**src/rtl/axi4_pkg.sv**
```systemverilog
// Shared AXI4 master definitions: response codes and the
// command master state encoding.
package axi4_pkg;

    localparam logic [1:0] RESP_OKAY   = 2'b00;
    localparam logic [1:0] RESP_SLVERR = 2'b10;

    typedef enum logic [2:0] {
        ST_IDLE,
        ST_AW,
        ST_WR,
        ST_B,
        ST_AR,
        ST_RD,
        ST_DONE
    } mst_state_e;

endpackage

```
**src/rtl/axi4_if.sv**
```systemverilog
// Minimal AXI4 channel bundle (INCR bursts, single ID)
// with master and slave views.
interface axi4_if #(
    parameter int DATA_WIDTH = 32,
    parameter int ADDR_WIDTH = 16
);
    logic [ADDR_WIDTH-1:0] awaddr;
    logic [7:0]            awlen;
    logic [2:0]            awsize;
    logic                  awvalid;
    logic                  awready;

    logic [DATA_WIDTH-1:0] wdata;
    logic                  wlast;
    logic                  wvalid;
    logic                  wready;

    logic [1:0]            bresp;
    logic                  bvalid;
    logic                  bready;

    logic [ADDR_WIDTH-1:0] araddr;
    logic [7:0]            arlen;
    logic [2:0]            arsize;
    logic                  arvalid;
    logic                  arready;

    logic [DATA_WIDTH-1:0] rdata;
    logic [1:0]            rresp;
    logic                  rlast;
    logic                  rvalid;
    logic                  rready;

    modport master_mp (
        output awaddr, awlen, awsize, awvalid,
        input  awready,
        output wdata, wlast, wvalid,
        input  wready,
        input  bresp, bvalid,
        output bready,
        output araddr, arlen, arsize, arvalid,
        input  arready,
        input  rdata, rresp, rlast, rvalid,
        output rready
    );

    modport slave_mp (
        input  awaddr, awlen, awsize, awvalid,
        output awready,
        input  wdata, wlast, wvalid,
        output wready,
        output bresp, bvalid,
        input  bready,
        input  araddr, arlen, arsize, arvalid,
        output arready,
        output rdata, rresp, rlast, rvalid,
        input  rready
    );

endinterface

```
**src/rtl/axi4_cmd_master.sv**
```systemverilog
// Single-outstanding AXI4 burst master: turns one command into an
// AW/W/B or AR/R sequence and reports completion with a done pulse.
module axi4_cmd_master
    import axi4_pkg::*;
#(
    parameter int DATA_WIDTH = 32,
    parameter int ADDR_WIDTH = 16
) (
    input  logic                  ACLK,
    input  logic                  ARESET,
    axi4_if.master_mp             axi_if,
    input  logic                  cmd_valid,
    output logic                  cmd_ready,
    input  logic                  cmd_write,
    input  logic [ADDR_WIDTH-1:0] cmd_addr,
    input  logic [7:0]            cmd_len,
    input  logic [2:0]            cmd_size,
    input  logic [DATA_WIDTH-1:0] wr_data,
    input  logic                  wr_valid,
    output logic                  wr_ready,
    output logic [DATA_WIDTH-1:0] rd_data,
    output logic                  rd_valid,
    input  logic                  rd_ready,
    output logic                  rd_last,
    output logic                  done_valid,
    output logic                  done_write,
    output logic [1:0]            done_resp,
    output logic                  done_lasterr
);

    mst_state_e            state_q, state_d;
    logic [ADDR_WIDTH-1:0] addr_q;
    logic [7:0]            len_q;
    logic [7:0]            beat_cnt_q;
    logic [2:0]            size_q;
    logic                  write_q;
    logic [1:0]            resp_q;
    logic                  lasterr_q;

    logic cmd_fire;
    logic w_fire;
    logic r_fire;
    logic last_beat;

    assign cmd_fire  = cmd_valid && (state_q == ST_IDLE);
    assign w_fire    = (state_q == ST_WR) && wr_valid && axi_if.wready;
    assign r_fire    = (state_q == ST_RD) && axi_if.rvalid && rd_ready;
    assign last_beat = (beat_cnt_q == len_q);

    // Payload is held from the latched command, so it is stable for the
    // whole time VALID is up regardless of what the requester does next.
    assign axi_if.awaddr = addr_q;
    assign axi_if.awlen  = len_q;
    assign axi_if.awsize = size_q;
    assign axi_if.araddr = addr_q;
    assign axi_if.arlen  = len_q;
    assign axi_if.arsize = size_q;
    assign axi_if.wdata  = wr_data;
    assign rd_data       = axi_if.rdata;

    always_ff @(posedge ACLK) begin
        if (ARESET) begin
            state_q    <= ST_IDLE;
            addr_q     <= '0;
            len_q      <= '0;
            size_q     <= '0;
            write_q    <= 1'b0;
            beat_cnt_q <= '0;
            resp_q     <= RESP_OKAY;
            lasterr_q  <= 1'b0;
        end else begin
            state_q <= state_d;
            if (cmd_fire) begin
                addr_q     <= cmd_addr;
                len_q      <= cmd_len;
                size_q     <= cmd_size;
                write_q    <= cmd_write;
                beat_cnt_q <= '0;
                resp_q     <= RESP_OKAY;
                lasterr_q  <= 1'b0;
            end
            if (w_fire || r_fire) begin
                beat_cnt_q <= beat_cnt_q + 8'd1;
            end
            if ((state_q == ST_B) && axi_if.bvalid) begin
                resp_q <= axi_if.bresp;
            end
            // Read errors are sticky: a later OKAY beat never clears them.
            if (r_fire && (axi_if.rresp != RESP_OKAY)) begin
                resp_q <= axi_if.rresp;
            end
            if (r_fire && (axi_if.rlast || last_beat)) begin
                lasterr_q <= axi_if.rlast != last_beat;
            end
        end
    end

    always_comb begin
        state_d        = state_q;
        cmd_ready      = 1'b0;
        axi_if.awvalid = 1'b0;
        axi_if.wvalid  = 1'b0;
        axi_if.wlast   = 1'b0;
        axi_if.bready  = 1'b0;
        axi_if.arvalid = 1'b0;
        axi_if.rready  = 1'b0;
        wr_ready       = 1'b0;
        rd_valid       = 1'b0;
        rd_last        = 1'b0;
        done_valid     = 1'b0;
        done_write     = 1'b0;
        done_resp      = RESP_OKAY;
        done_lasterr   = 1'b0;
        unique case (state_q)
            ST_IDLE: begin
                cmd_ready = !ARESET;
                if (cmd_valid) begin
                    state_d = cmd_write ? ST_AW : ST_AR;
                end
            end
            ST_AW: begin
                axi_if.awvalid = 1'b1;
                if (axi_if.awready) begin
                    state_d = ST_WR;
                end
            end
            ST_WR: begin
                axi_if.wvalid = wr_valid;
                axi_if.wlast  = last_beat;
                wr_ready      = axi_if.wready;
                if (w_fire && last_beat) begin
                    state_d = ST_B;
                end
            end
            ST_B: begin
                axi_if.bready = 1'b1;
                if (axi_if.bvalid) begin
                    state_d = ST_DONE;
                end
            end
            ST_AR: begin
                axi_if.arvalid = 1'b1;
                if (axi_if.arready) begin
                    state_d = ST_RD;
                end
            end
            ST_RD: begin
                rd_valid      = axi_if.rvalid;
                rd_last       = axi_if.rlast;
                axi_if.rready = rd_ready;
                if (r_fire && (axi_if.rlast || last_beat)) begin
                    state_d = ST_DONE;
                end
            end
            ST_DONE: begin
                done_valid   = 1'b1;
                done_write   = write_q;
                done_resp    = resp_q;
                done_lasterr = lasterr_q;
                state_d      = ST_IDLE;
            end
        endcase
    end

endmodule

```
**src/flat_wrapper.sv**
```systemverilog
// flat-port wrapper written by rule: the top's interface ports become plain ports
module axi4_cmd_master_flat import axi4_pkg::*;
#(
    parameter int DATA_WIDTH = 32,
    parameter int ADDR_WIDTH = 16
)
  (ACLK, ARESET, cmd_valid, cmd_ready, cmd_write, cmd_addr, cmd_len, cmd_size, wr_data, wr_valid, wr_ready, rd_data, rd_valid, rd_ready, rd_last, done_valid, done_write, done_resp, done_lasterr, axi_if_awaddr, axi_if_awlen, axi_if_awsize, axi_if_awvalid, axi_if_awready, axi_if_wdata, axi_if_wlast, axi_if_wvalid, axi_if_wready, axi_if_bresp, axi_if_bvalid, axi_if_bready, axi_if_araddr, axi_if_arlen, axi_if_arsize, axi_if_arvalid, axi_if_arready, axi_if_rdata, axi_if_rresp, axi_if_rlast, axi_if_rvalid, axi_if_rready);
  axi4_if #(.DATA_WIDTH(DATA_WIDTH), .ADDR_WIDTH(ADDR_WIDTH)) axi_if_i ();
  input  logic ACLK;
  input  logic ARESET;
  input  logic cmd_valid;
  output logic cmd_ready;
  input  logic cmd_write;
  input  logic [ADDR_WIDTH-1:0] cmd_addr;
  input  logic [7:0] cmd_len;
  input  logic [2:0] cmd_size;
  input  logic [DATA_WIDTH-1:0] wr_data;
  input  logic wr_valid;
  output logic wr_ready;
  output logic [DATA_WIDTH-1:0] rd_data;
  output logic rd_valid;
  input  logic rd_ready;
  output logic rd_last;
  output logic done_valid;
  output logic done_write;
  output logic [1:0] done_resp;
  output logic done_lasterr;
  output wire logic [$bits(axi_if_i.awaddr)-1:0] axi_if_awaddr;
  output wire logic [$bits(axi_if_i.awlen)-1:0] axi_if_awlen;
  output wire logic [$bits(axi_if_i.awsize)-1:0] axi_if_awsize;
  output wire logic [$bits(axi_if_i.awvalid)-1:0] axi_if_awvalid;
  input wire logic [$bits(axi_if_i.awready)-1:0] axi_if_awready;
  output wire logic [$bits(axi_if_i.wdata)-1:0] axi_if_wdata;
  output wire logic [$bits(axi_if_i.wlast)-1:0] axi_if_wlast;
  output wire logic [$bits(axi_if_i.wvalid)-1:0] axi_if_wvalid;
  input wire logic [$bits(axi_if_i.wready)-1:0] axi_if_wready;
  input wire logic [$bits(axi_if_i.bresp)-1:0] axi_if_bresp;
  input wire logic [$bits(axi_if_i.bvalid)-1:0] axi_if_bvalid;
  output wire logic [$bits(axi_if_i.bready)-1:0] axi_if_bready;
  output wire logic [$bits(axi_if_i.araddr)-1:0] axi_if_araddr;
  output wire logic [$bits(axi_if_i.arlen)-1:0] axi_if_arlen;
  output wire logic [$bits(axi_if_i.arsize)-1:0] axi_if_arsize;
  output wire logic [$bits(axi_if_i.arvalid)-1:0] axi_if_arvalid;
  input wire logic [$bits(axi_if_i.arready)-1:0] axi_if_arready;
  input wire logic [$bits(axi_if_i.rdata)-1:0] axi_if_rdata;
  input wire logic [$bits(axi_if_i.rresp)-1:0] axi_if_rresp;
  input wire logic [$bits(axi_if_i.rlast)-1:0] axi_if_rlast;
  input wire logic [$bits(axi_if_i.rvalid)-1:0] axi_if_rvalid;
  output wire logic [$bits(axi_if_i.rready)-1:0] axi_if_rready;
  assign axi_if_awaddr = axi_if_i.awaddr;
  assign axi_if_awlen = axi_if_i.awlen;
  assign axi_if_awsize = axi_if_i.awsize;
  assign axi_if_awvalid = axi_if_i.awvalid;
  assign axi_if_i.awready = axi_if_awready;
  assign axi_if_wdata = axi_if_i.wdata;
  assign axi_if_wlast = axi_if_i.wlast;
  assign axi_if_wvalid = axi_if_i.wvalid;
  assign axi_if_i.wready = axi_if_wready;
  assign axi_if_i.bresp = axi_if_bresp;
  assign axi_if_i.bvalid = axi_if_bvalid;
  assign axi_if_bready = axi_if_i.bready;
  assign axi_if_araddr = axi_if_i.araddr;
  assign axi_if_arlen = axi_if_i.arlen;
  assign axi_if_arsize = axi_if_i.arsize;
  assign axi_if_arvalid = axi_if_i.arvalid;
  assign axi_if_i.arready = axi_if_arready;
  assign axi_if_i.rdata = axi_if_rdata;
  assign axi_if_i.rresp = axi_if_rresp;
  assign axi_if_i.rlast = axi_if_rlast;
  assign axi_if_i.rvalid = axi_if_rvalid;
  assign axi_if_rready = axi_if_i.rready;
  axi4_cmd_master #(.DATA_WIDTH(DATA_WIDTH), .ADDR_WIDTH(ADDR_WIDTH)) u_core (.ACLK(ACLK), .ARESET(ARESET), .axi_if(axi_if_i), .cmd_valid(cmd_valid), .cmd_ready(cmd_ready), .cmd_write(cmd_write), .cmd_addr(cmd_addr), .cmd_len(cmd_len), .cmd_size(cmd_size), .wr_data(wr_data), .wr_valid(wr_valid), .wr_ready(wr_ready), .rd_data(rd_data), .rd_valid(rd_valid), .rd_ready(rd_ready), .rd_last(rd_last), .done_valid(done_valid), .done_write(done_write), .done_resp(done_resp), .done_lasterr(done_lasterr));
endmodule
```
**config.mk**
```make
export PLATFORM = sky130hd
export DESIGN_NAME = axi4_cmd_master_flat
export DESIGN_NICKNAME = d
export VERILOG_FILES = /design/src/rtl/axi4_pkg.sv /design/src/rtl/axi4_if.sv /design/src/rtl/axi4_cmd_master.sv /design/src/flat_wrapper.sv
export SDC_FILE = /design/constraint.sdc
export NUM_CORES = 1
export LEC_CHECK = 0
export ABC_AREA = 1
export CAP_MARGIN = 10
export CELL_PAD_IN_SITES_DETAIL_PLACEMENT = 0
export CELL_PAD_IN_SITES_GLOBAL_PLACEMENT = 2
export CORE_ASPECT_RATIO = 1.1
export CORE_UTILIZATION = 15
export CTS_CLUSTER_SIZE = 40
export DETAILED_ROUTE_END_ITERATION = 10
export PLACE_DENSITY_LB_ADDON = 0.1
export SYNTH_ARGS = -nofsm -noshare
export SYNTH_HDL_FRONTEND = slang
export SYNTH_SLANG_ARGS = --single-unit
```
**constraint.sdc**
```tcl
create_clock -name ACLK -period 2.1 [get_ports ACLK]
set_input_delay 0.315 -clock ACLK [delete_from_list [all_inputs] [get_ports ACLK]]
set_output_delay 0.315 -clock ACLK [all_outputs]
set_load 0.1 [all_outputs]
```
==> results.ini <==
[status]
outcome = complete, no violations

[hold_path]
hold_path.class = reg2reg

[timing]
hold_ws_ns = 0.473
setup_violations = 0
rsz0062_at_grt = false
finalHoldViolations = 0
tightest_slew_ns = 0.370
slew_violations = 0
fin_crit_sh = 0.908
slew_headroom = 0.751
skew_ns = 0.0133
finalWorstSetupSlack_ns = 0.194
fmax_mhz = 525
timing.final.crit_period_ns = 1.91

[grt]
grt_use_total = 0.0921
antenna_found_initial = 0
grt_overflow = 0
grt_max_degree = 29
grt_pass1_wl_mm = 12.8
grt_pass1_vias = 2315

[floorplanning]
rows = 51
io_pins = 240
dieArea_sq_mm = 0.0187
core_area_sq_mm = 0.0177
die_w_microns = 130
die_h_microns = 143
start_util = 0.153

[synthesis]
ys_types = 26
synth_area_leader_cell = dfxtp_1
synth-main-ff-cell = dfxtp_1
syn_nets = 496
synth_top_area_share = 0.309
ys_warn_count = 0
ys_ff_latch = 42
synthTopCellsByArea = dfxtp_1 (31%), buf_4 (25%), nor2_1 (10%)
syn_avg_cell_area_sq_um = 7.02
yosys.cell_count.top_type = buf_4
synth_area_sq_mm = 0.00272
synth_edf_count = 0
yosys-top-cells-count = buf_4 (91), nor2_1 (73), nand2_1 (43)
postSynth.asyncResetShare = 0
ys_seq_area_frac = 0.309
syn-instance-count = 387

[detailed_routing]
vias = 2350
wirelength_mm = 8.50
avgViaCountPerCell = 3.60
drt_first_pass_iters = 4
drtIter0Drc = 58
drc = 0
wl_per_cell_microns = 13.0
ant_nets = 0

[setup_path]
arrival_ns = 1.59
start_kind = register
worstPathMaxFanout = 7
cp-end-kind = output port
critPathRequiredTime_ns = 1.78
crit_type = reg2out

[clocking]
cts.reportedPaths.clkPinSlew_ns = 0.07
insertion_delay_ns = 0.30
cts_root_buf = clkbuf_16
hold_buffers = 0
cts-htree-levels = 2
cts_sinks = 42
cts_resized = 0
cts-buffers-inserted = 5
cts_buffer_depth = 2
cts_tree = yes
postCtsSetupRepairBufs = 0

[place]
hpwl_mm = 6.51
post-place-ws_ns = 0.124
numPortBuffers = 111
gp_congestion = 0.677
dpl-instance-area_sq_mm = 0.00358

[cells_and_area]
areaGrowthSynthToFinish_pct = 39.1
diodes = 0
fin_nets = 522
fill_cells = 2007
design_area_sq_mm = 0.00378
post-route-util = 0.213
layout-drive-gt1-share = 0.321

[power]
p_total_mw = 6.31
max-vdd-ir-drop_mv = 0.781
leakagePower_nw = 1.59
power_density_mw_per_mm2 = 1670

[flow_run]
drv_cap = 0

-- path summary, 6_finish.rpt --
path / startpoint / endpoint / slack, ns / cells past startpoint
worst max-delay path: u_core.state_q[2]$_SDFFE_PP0P_ / done_resp[1] / 0.19 / 5
worst min-delay path: u_core.lasterr_q$_SDFFE_PP0P_ / u_core.lasterr_q$_SDFFE_PP0P_ / 0.47 / 2
worst max register to register: u_core.beat_cnt_q[4]$_SDFFE_PP0P_ / u_core.state_q[2]$_SDFFE_PP0P_ / 0.21 / 13
worst min register to register: u_core.lasterr_q$_SDFFE_PP0P_ / u_core.lasterr_q$_SDFFE_PP0P_ / 0.47 / 2
-- final cells by class --
type / count / area [sq um] / area share
repair buffers: 119 / 1200 / 0.317
multi-input cells: 211 / 1100 / 0.291
flip-flops and latches: 42 / 860 / 0.227
well taps: 238 / 298 / 0.0788
clock buffers: 6 / 150 / 0.0397
inverters: 34 / 134 / 0.0354
clock inverters: 2 / 38.8 / 0.0103
-- registers in the layout, indices dropped and copies added, names as in the netlist --
| register | cells |
|---|---|
| u_core.write_q | 1 |
| u_core.axi_if.araddr | 16 |
| u_core.axi_if.arsize | 3 |
| u_core.axi_if.arlen | 8 |
| u_core.beat_cnt_q | 8 |
| u_core.lasterr_q | 1 |
| u_core.resp_q | 2 |
| u_core.state_q | 3 |
-- layout by cell type (no fill, tap or decap), drive strengths merged --
master	netlist	final
and2	1	1
inv	34	33
o21ai	36	36
a31oi	1	1
a22oi	2	2
nor2	78	78
ha	2	2
buf	96	77
nand3	13	13
a21oi	16	16
clkinvlp	0	1
nand3b	2	2
nand2	48	48
clkdlybuf4s50	0	42
clkbuf	4	6
clkinv	0	1
bufinv	0	1
xnor2	5	5
nor3	7	7
dfxtp	42	42
-- metrics by stage --
step | TNS [ns] | std cells
finish | 0 | 652
CTS | 0 | 652
global placement | 0 | 644
detailed placement | 0 | 644
floorplan | -0.575 | 387
global route | 0 | 652
-- power breakdown --
group	leakage (nW)	switching [mW]	internal (mW)
sequential	0.349	0.204	1.00
combinational	1.15	3.19	0.901
clock	0.0922	0.369	0.637
-- critical path, cell delays in order, from the launching register on --
cell and delay (ns):
dfxtp_4 0.40, inv_2 0.10, nor2_4 0.18, clkinvlp_4 0.24, nor2_4 0.18, buf_12 0.18
-- cells by family (layout without fill, tap and decap cells) --
family	after synthesis	count (layout)	synth area share
AOI/OAI and AO/OA	55	55	0.104
xor gates and xnor gates	5	5	0.0161
adders and majority gates	2	2	0.00921
buffers and inverters	134	161	0.313
DFF	42	42	0.309
and+or+nand+nor	149	149	0.249
-- per-layer routing --
| layer | global-route usage | up-vias | wire (microns) |
|---|---|---|---|
| met4 | 0.0430 | 0 | 229 |
| li1 | - | 1171 | - |
| met3 | 0.0251 | 22 | 664 |
| met5 | 0 | - | 0 |
| met1 | 0.107 | 1059 | 3570 |
| met2 | 0.156 | 98 | 4040 |
Note: power is estimated with default switching activity, not from simulation.
